File: config.mk
export PLATFORM = sky130hd
export DESIGN_NAME = aud_slot_ctrl
export DESIGN_NICKNAME = d
export VERILOG_FILES = /design/src/rtl/aud_slot_ctrl.sv
export SDC_FILE = /design/constraint.sdc
export NUM_CORES = 1
export LEC_CHECK = 0
export CORE_MARGIN = 3
export CORE_UTILIZATION = 35
export CTS_CLUSTER_SIZE = 8
export DETAILED_ROUTE_END_ITERATION = 12
export DONT_BUFFER_PORTS = 1
export PLACE_DENSITY = 0.58
export SETUP_SLACK_MARGIN = 0.4
export SKIP_CTS_REPAIR_TIMING = 1
export SYNTH_ARGS = -nofsm -noshare
export SYNTH_HDL_FRONTEND = slang
export SYNTH_SLANG_ARGS = --single-unit
File: constraint.sdc
create_clock -name i_clk -period 12.3 [get_ports i_clk]
set_clock_uncertainty 0.1 [all_clocks]
set_input_delay 2.46 -clock i_clk [delete_from_list [all_inputs] [get_ports i_clk]]
set_output_delay 2.46 -clock i_clk [all_outputs]
set_load 0.03 [all_outputs]
File: src/rtl/aud_slot_ctrl.sv
// Record/playback controller for the WM8731 audio path.
// Splits SRAM into N_SLOTS equal slots, remembers where each recording ended,
// latches playback speed and issues single-cycle commands to the recorder/DSP.
module aud_slot_ctrl #(
  parameter int ADDR_W       = 20,
  parameter int N_SLOTS      = 4,
  parameter int SLOT_W       = 2,
  parameter int START_CYCLES = 2048,
  parameter int SPEED_W      = 4,
  parameter int MAX_SPEED    = 8
) (
  input  logic               i_clk,
  input  logic               i_rst,
  input  logic               i_key_rec,
  input  logic               i_key_play,
  input  logic               i_key_stop,
  input  logic [SLOT_W-1:0]  i_slot_sel,
  input  logic [SPEED_W-1:0] i_speed,
  input  logic               i_fast,
  input  logic               i_slow_lin,
  input  logic               i_i2c_fin,
  input  logic [ADDR_W-1:0]  i_rec_addr,
  input  logic               i_rec_fin,
  input  logic [ADDR_W-1:0]  i_play_addr,
  input  logic               i_play_fin,
  output logic               o_i2c_start,
  output logic               o_rec_start,
  output logic               o_rec_pause,
  output logic               o_rec_stop,
  output logic               o_dsp_start,
  output logic               o_dsp_pause,
  output logic               o_dsp_stop,
  output logic               o_play_en,
  output logic [SLOT_W-1:0]  o_slot,
  output logic [ADDR_W-1:0]  o_base_addr,
  output logic [ADDR_W-1:0]  o_limit_addr,
  output logic [ADDR_W-1:0]  o_stop_addr,
  output logic [SPEED_W-1:0] o_speed,
  output logic               o_fast,
  output logic               o_slow_lin,
  output logic [N_SLOTS-1:0] o_slot_valid,
  output logic               o_err,
  output logic [ADDR_W-1:0]  o_sram_addr,
  output logic               o_sram_we_n,
  output logic [2:0]         o_state
);

  localparam int OFF_W = ADDR_W - SLOT_W;
  localparam int CNT_W = $clog2(START_CYCLES + 1);
  localparam logic [CNT_W-1:0]   CNT_MAX   = CNT_W'(START_CYCLES);
  localparam logic [SPEED_W-1:0] SPEED_MAX = SPEED_W'(MAX_SPEED);
  localparam logic [SPEED_W-1:0] SPEED_MIN = SPEED_W'(1);

  typedef enum logic [2:0] {
    S_INIT       = 3'd0,
    S_IDLE       = 3'd1,
    S_RECD       = 3'd2,
    S_RECD_PAUSE = 3'd3,
    S_PLAY       = 3'd4,
    S_PLAY_PAUSE = 3'd5
  } state_t;

  state_t               state_q, state_d;
  logic [CNT_W-1:0]     cnt_q, cnt_d;
  logic                 i2c_start_d, err_d;
  logic                 rec_start_d, rec_pause_d, rec_stop_d;
  logic                 dsp_start_d, dsp_pause_d, dsp_stop_d;
  logic [SLOT_W-1:0]    slot_d;
  logic                 latch_speed, store_end, rec_done;
  logic [SPEED_W-1:0]   speed_sat;
  logic [ADDR_W-1:0]    slot_end_q [N_SLOTS];

  // Slot address window follows the active slot; SRAM address follows the mode.
  assign o_base_addr  = {o_slot, {OFF_W{1'b0}}};
  assign o_limit_addr = {o_slot, {OFF_W{1'b1}}};
  assign o_sram_addr  = (state_q == S_RECD) ? i_rec_addr : i_play_addr;
  assign o_state      = state_q;

  // Clamp the requested speed into 1..MAX_SPEED.
  always_comb begin
    speed_sat = i_speed;
    if (i_speed == '0)            speed_sat = SPEED_MIN;
    else if (i_speed > SPEED_MAX) speed_sat = SPEED_MAX;
  end

  // Next-state and next-command decode; stop beats fin/limit beats mode keys.
  always_comb begin
    // NOTE: every variable gets a default here so no path leaves it unassigned (no latches).
    state_d     = state_q;
    cnt_d       = cnt_q;
    slot_d      = o_slot;
    i2c_start_d = 1'b0;
    err_d       = 1'b0;
    rec_start_d = 1'b0;
    rec_pause_d = 1'b0;
    rec_stop_d  = 1'b0;
    dsp_start_d = 1'b0;
    dsp_pause_d = 1'b0;
    dsp_stop_d  = 1'b0;
    latch_speed = 1'b0;
    store_end   = 1'b0;
    rec_done    = i_rec_fin || (i_rec_addr == o_limit_addr);
    unique case (state_q)
      S_INIT: begin
        if (i_i2c_fin) begin
          state_d = S_IDLE;
        end else if (cnt_q < CNT_MAX) begin
          i2c_start_d = 1'b1;
          cnt_d       = cnt_q + 1'b1;
        end
      end
      S_IDLE: begin
        slot_d = i_slot_sel;
        // Record wins if both mode keys arrive together.
        if (i_key_rec) begin
          state_d     = S_RECD;
          rec_start_d = 1'b1;
        end else if (i_key_play) begin
          if (o_slot_valid[i_slot_sel]) begin
            state_d     = S_PLAY;
            dsp_start_d = 1'b1;
            latch_speed = 1'b1;
          end else begin
            err_d = 1'b1;
          end
        end
      end
      S_RECD: begin
        if (i_key_stop || rec_done) begin
          state_d    = S_IDLE;
          rec_stop_d = 1'b1;
          store_end  = 1'b1;
        end else if (i_key_rec) begin
          state_d     = S_RECD_PAUSE;
          rec_pause_d = 1'b1;
        end
      end
      S_RECD_PAUSE: begin
        if (i_key_stop) begin
          state_d    = S_IDLE;
          rec_stop_d = 1'b1;
          store_end  = 1'b1;
        end else if (i_key_rec) begin
          state_d     = S_RECD;
          rec_start_d = 1'b1;
        end
      end
      S_PLAY: begin
        if (i_key_stop || i_play_fin) begin
          state_d    = S_IDLE;
          dsp_stop_d = 1'b1;
        end else if (i_key_play) begin
          state_d     = S_PLAY_PAUSE;
          dsp_pause_d = 1'b1;
        end
      end
      S_PLAY_PAUSE: begin
        if (i_key_stop) begin
          state_d    = S_IDLE;
          dsp_stop_d = 1'b1;
        end else if (i_key_play) begin
          state_d     = S_PLAY;
          dsp_start_d = 1'b1;
          latch_speed = 1'b1;
        end
      end
      default: state_d = S_INIT;
    endcase
  end

  // State register and registered outputs.
  always_ff @(posedge i_clk or posedge i_rst) begin
    // NOTE: sequential state uses non-blocking assignments so all registers update from pre-edge values.
    if (i_rst) begin
      state_q      <= S_INIT;
      cnt_q        <= '0;
      o_i2c_start  <= 1'b0;
      o_rec_start  <= 1'b0;
      o_rec_pause  <= 1'b0;
      o_rec_stop   <= 1'b0;
      o_dsp_start  <= 1'b0;
      o_dsp_pause  <= 1'b0;
      o_dsp_stop   <= 1'b0;
      o_play_en    <= 1'b0;
      o_err        <= 1'b0;
      o_slot       <= '0;
      o_speed      <= SPEED_MIN;
      o_fast       <= 1'b0;
      o_slow_lin   <= 1'b0;
      o_slot_valid <= '0;
      o_stop_addr  <= '0;
      o_sram_we_n  <= 1'b1;
    end else begin
      state_q     <= state_d;
      cnt_q       <= cnt_d;
      o_i2c_start <= i2c_start_d;
      o_rec_start <= rec_start_d;
      o_rec_pause <= rec_pause_d;
      o_rec_stop  <= rec_stop_d;
      o_dsp_start <= dsp_start_d;
      o_dsp_pause <= dsp_pause_d;
      o_dsp_stop  <= dsp_stop_d;
      o_err       <= err_d;
      o_slot      <= slot_d;
      o_play_en   <= (state_d == S_PLAY);
      o_sram_we_n <= (state_d != S_RECD);
      if (latch_speed) begin
        o_speed    <= speed_sat;
        o_fast     <= i_fast;
        o_slow_lin <= i_slow_lin;
      end
      if (store_end) o_slot_valid[o_slot] <= 1'b1;
      o_stop_addr <= store_end ? i_rec_addr : slot_end_q[slot_d];
    end
  end

  // Per-slot recorded end address; rewritten every time a recording closes.
  always_ff @(posedge i_clk or posedge i_rst) begin
    // NOTE: this small table is reset explicitly because a reset must discard every recording.
    if (i_rst) begin
      for (int i = 0; i < N_SLOTS; i++) slot_end_q[i] <= '0;
    end else if (store_end) begin
      slot_end_q[o_slot] <= i_rec_addr;
    end
  end

endmodule

# Word level (Yosys, flattened, before mapping)
# Cells that the tools add are included.
[word_totals] out_inout_bits=105 elab_cells=104 input_bits=56 reg_bits=137
[classes] eq_ne=8 reduce_logical=8 muxes=53 order_cmp=8 bitwise=4 n_addsub=1
[ops] cell="$mux 20" count=5
[ops] cell="$bwmux 80" count=1
[ops] cell="$bmux 20 s2" count=1
[ops] cell="$demux 20 s2" count=1
[ops] cell="$mux 3" count=12
[ops] cell="$mux 1" count=23
[ops] cell="$eq 20x20->1" count=1
[ops] cell="$pmux 3 s6" count=1
[ops] cell="$add 12x1->12 const B" count=1
[ops] cell="$lt 12x12->1 const B" count=1
[ops] cell="$eq 3x3->1 const B" count=3
[ops] cell="$mux 4" count=2
[ops] cell="$pmux 1 s2" count=4
[ops] cell="$eq 3x2->1 const B" count=2
[ops] cell="$ge 3x3->1 const B" count=2
[ops] cell="$lt 2x3->1 const B" count=2
[ops] cell="$not 2->3" count=2
[ops] cell="$gt 4x4->1 const B" count=1
[ops] cell="$logic_not 4->1" count=1
[ops] cell="$or 4x4->4" count=1
[ops] cell="$eq 3x1->1 const B" count=1
[ops] cell="$logic_not 3->1" count=1
[ops] cell="$logic_or 1x1->1" count=3
[ops] cell="$lt 3x1->1 const B" count=1
[ops] cell="other kinds (8)" count=9

# Longest topological paths before layout
[logic_depth] depth_word=7 ltp_mapped=8 mapped_depth_nobuf=6

# Worst setup path after synthesis
# OpenSTA, ideal clock, no wires.
[synth_timing] path_type="input to output" start="input port i_rec_addr[0]" end="output port o_sram_addr[0]" required_time_ps=9740 slack_ps=6948 cell_stages=1 t_arrival_ps=2792 path_buffers=0 path_cell_list="mux2_2"
[synth_between] elab_chain_cells=1
[synth_rtl] item="from (decl)" line="22" source="input logic [ADDR_W-1:0] i_rec_addr,"
[synth_rtl] item="$mux 20" line="76" source="assign o_sram_addr = (state_q == S_RECD) ? i_rec_addr : i_play_addr;"
[synth_rtl] item="to (decl)" line="43" source="output logic [ADDR_W-1:0] o_sram_addr,"
# No other way between the ends.

# Worst setup path after layout
[layout_timing] start="input port i_rec_addr[17]" end="output port o_sram_addr[17]"
# The elaborated chain is that of the path after synthesis.

==> out/metrics.cfg <==
[status]
outcome=complete, no violations

[clock_tree]
clkTransAtPathRegs_ns=0.06
htreeDepth=4
clkSinkCount=137
root_buffer=clkbuf_16
worst_skew_pair.late_latency_ns=0.41
cts.path.max_buffers=2
cts_tree=yes
cts-buffers-inserted=17

[placement]
io_buffers=0
gp_congestion=0.786
hpwl_um=9770
place_ws_ns=6.94

[hold_path]
holdCritPathClass=reg -> reg
min_to=cnt_q[5]
holdPathStages=1
worstHoldStart=cnt_q[5]

[synth]
avgSynthCellArea_sq_um=12.3
syn_area_sq_mm=0.00661
synth-seq-area-share_pct=51.9
ys_warn_count=0
ys_types=45
synth_cells=538
yosysTopAreaCell=dfrtp_1
ys_seq_elements=137
synth-edff-count=0
synth_ff_type=dfrtp_1
async_flop_share_pct=100
synth.area.top_cells=dfrtp_1, mux2_2, buf_4
yosysTopAreaCellShare_pct=51.1

[sta]
period_minus_slack_ns=5.36
worst_slack_ns=6.94
fmax_mhz=187
finalSetupViolCount=0
final_max_slew_viol_count=0
fin_setup_tns_ns=0
hold_ws_ns=0.379
tightest_slew_ns=1.20
rsz0062_at_grt=no
hold_viol=0
slew-limit-headroom_pct=19.0
timing.final.crit_share_pct=43.6

[critical_path]
crit_type=in -> out
rr_startpoint=o_slot[0]
cp_slowest_cell=mux2_2
required_ns=9.74
r2r_end=slot_end_q[66]
cp_data_arrival_time_ns=2.80
start_kind=input pin
max_stage_delay_ns=0.34
r2r_setup_slack_ns=8.62
critPathTopFamily=multiplexers
cp-end-kind=output port
critical_path.max_fanout=7
rr_worst_depth=6
crit_buf_inv=0
cp_cell_sequence=mux2_2

[final_layout]
drive_gt1_share_pct=33.8
multi_input_area_sq_mm=0.00287
antenna_cells=0
final_common_cell=dfrtp_1
final_cell_mix=dfrtp_1, mux2_2, nand2_1
seqCellArea_sq_mm=0.00343
utilization_pct=39.8
fillCellCount=1714
synthToLayoutAreaGrowth_pct=9.93
nets=592

[run]
max-cap-violations=0

[route]
drt_iter0_markers=208
via_per_inst=5.29
remaining_drc_errors=0
num_vias=4110
totalWireLength_um=15400
firstDrtPassIters=4
antenna_left=0
wl_per_cell_um=19.8

[power_and_ir_drop]
combinationalPowerShare_pct=34.5
power.leakage_nw=3.14
clockPowerShare_pct=22.9
p_sw_share_pct=40.2
peakVddDrop_mv=0.0977
intPower_w=0.00129
power.density_mw_per_mm2=296
power_switching_w=0.000866
pwr-share-seq_pct=42.6

[floorplanning]
dieArea_sq_mm=0.0206
core-area_sq_mm=0.0183
initial_utilization_pct=36.2
num_rows=49
die_x_um=143
ios=161
die_h_um=143

[global_routing]
grt_pass1_wl_um=23900
grt_overflow=0
grt_usage_pct=15.3
grt_start_max_net_pins=83
grt_pass1_vias=4194
antenna_found_initial=0

-- cell families (layout without fill, tap and decap cells) --
family	count (synthesis)	count (layout)	share of synthesized area [%]
adder cells (fa/ha/maj)	1	1	0.189
multiplexers	130	130	23.3
flip-flops	137	137	51.9
other	2	36	0.114
buffers and inverters	74	50	7.10
AO/OA/AOI/OAI	57	57	6.85
XOR/XNOR	12	12	1.59
AND/OR/NAND/NOR	125	125	8.93
-- sequential cells by signal (all words and copies together) (netlist names) --
| register | cells |
|---|---|
| slot_end_q | 80 |
| o_dsp_pause | 1 |
| o_fast | 1 |
| o_i2c_start | 1 |
| o_slow_lin | 1 |
| o_speed | 4 |
| o_slot | 2 |
| o_rec_stop | 1 |
| o_rec_pause | 1 |
| o_err | 1 |
| o_sram_we_n | 1 |
| o_state | 3 |
| cnt_q | 12 |
| o_rec_start | 1 |
| o_slot_valid | 4 |
| o_dsp_stop | 1 |
| o_stop_addr | 20 |
| o_dsp_start | 1 |
| o_play_en | 1 |
-- cell usage after synthesis, types with 3 or more instances --
master,n
nand2_1,69
buf_4,46
and4_1,4
a32oi_1,20
mux2_2,106
mux2_4,19
nand2b_1,3
nor2_1,12
o21ai_0,4
nor2b_1,6
nand3_1,6
buf_2,3
xor2_1,7
inv_1,7
nor3_1,4
a21oi_1,23
or2_2,4
nand4_1,6
dfrtp_1,135
clkbuf_1,14
xnor2_1,5
a2111oi_4,3
-- layer usage --
layer,GRT usage (%),up-vias,wire length [um]
li1,-,1818,-
met1,20.1,2131,6980
met2,24.2,150,7370
met3,4.49,11,825
met4,5.00,0,180
met5,0,-,0
-- layout make-up --
type / count / area share, %
flip-flops and latches: 137 / 47.2
multi-input cells: 361 / 39.5
clock buffers: 17 / 5.85
well taps: 229 / 3.94
clock inverters: 15 / 1.98
repair buffers: 11 / 1.14
inverters: 7 / 0.430
-- stage by stage --
step	instances	total power, W	area [sq um]
finish	777	0.00215	7270
global route	777	0.00229	7270
CTS	777	0.00218	7270
detailed placement	745	0.00168	6700
global placement	745	0.00165	6700
floorplan	572	0.00151	6740
-- power groups by stage --
stage                     clock network, W  logic, W  registers (W)
after floorplan                          0  0.000631       0.000878
after global placement                   0  0.000730       0.000917
after detailed placement                 0  0.000750       0.000926
after CTS                         0.000509  0.000753       0.000920
after global routing              0.000528  0.000816       0.000945
final                             0.000493  0.000744       0.000918
-- worst max path at each step --
| stage | startpoint | endpoint | depth (start not counted) |
|---|---|---|---|
| floorplan | i_rst | cnt_q[0] | 1 |
| global placement | i_rec_addr[16] | o_sram_addr[16] | 1 |
| detailed placement | i_rec_addr[16] | o_sram_addr[16] | 1 |
| CTS | i_rec_addr[16] | o_sram_addr[16] | 1 |
| global route | i_rec_addr[19] | o_sram_addr[19] | 1 |
| finish | i_rec_addr[17] | o_sram_addr[17] | 1 |
Note: power is estimated with default switching activity, not from simulation.
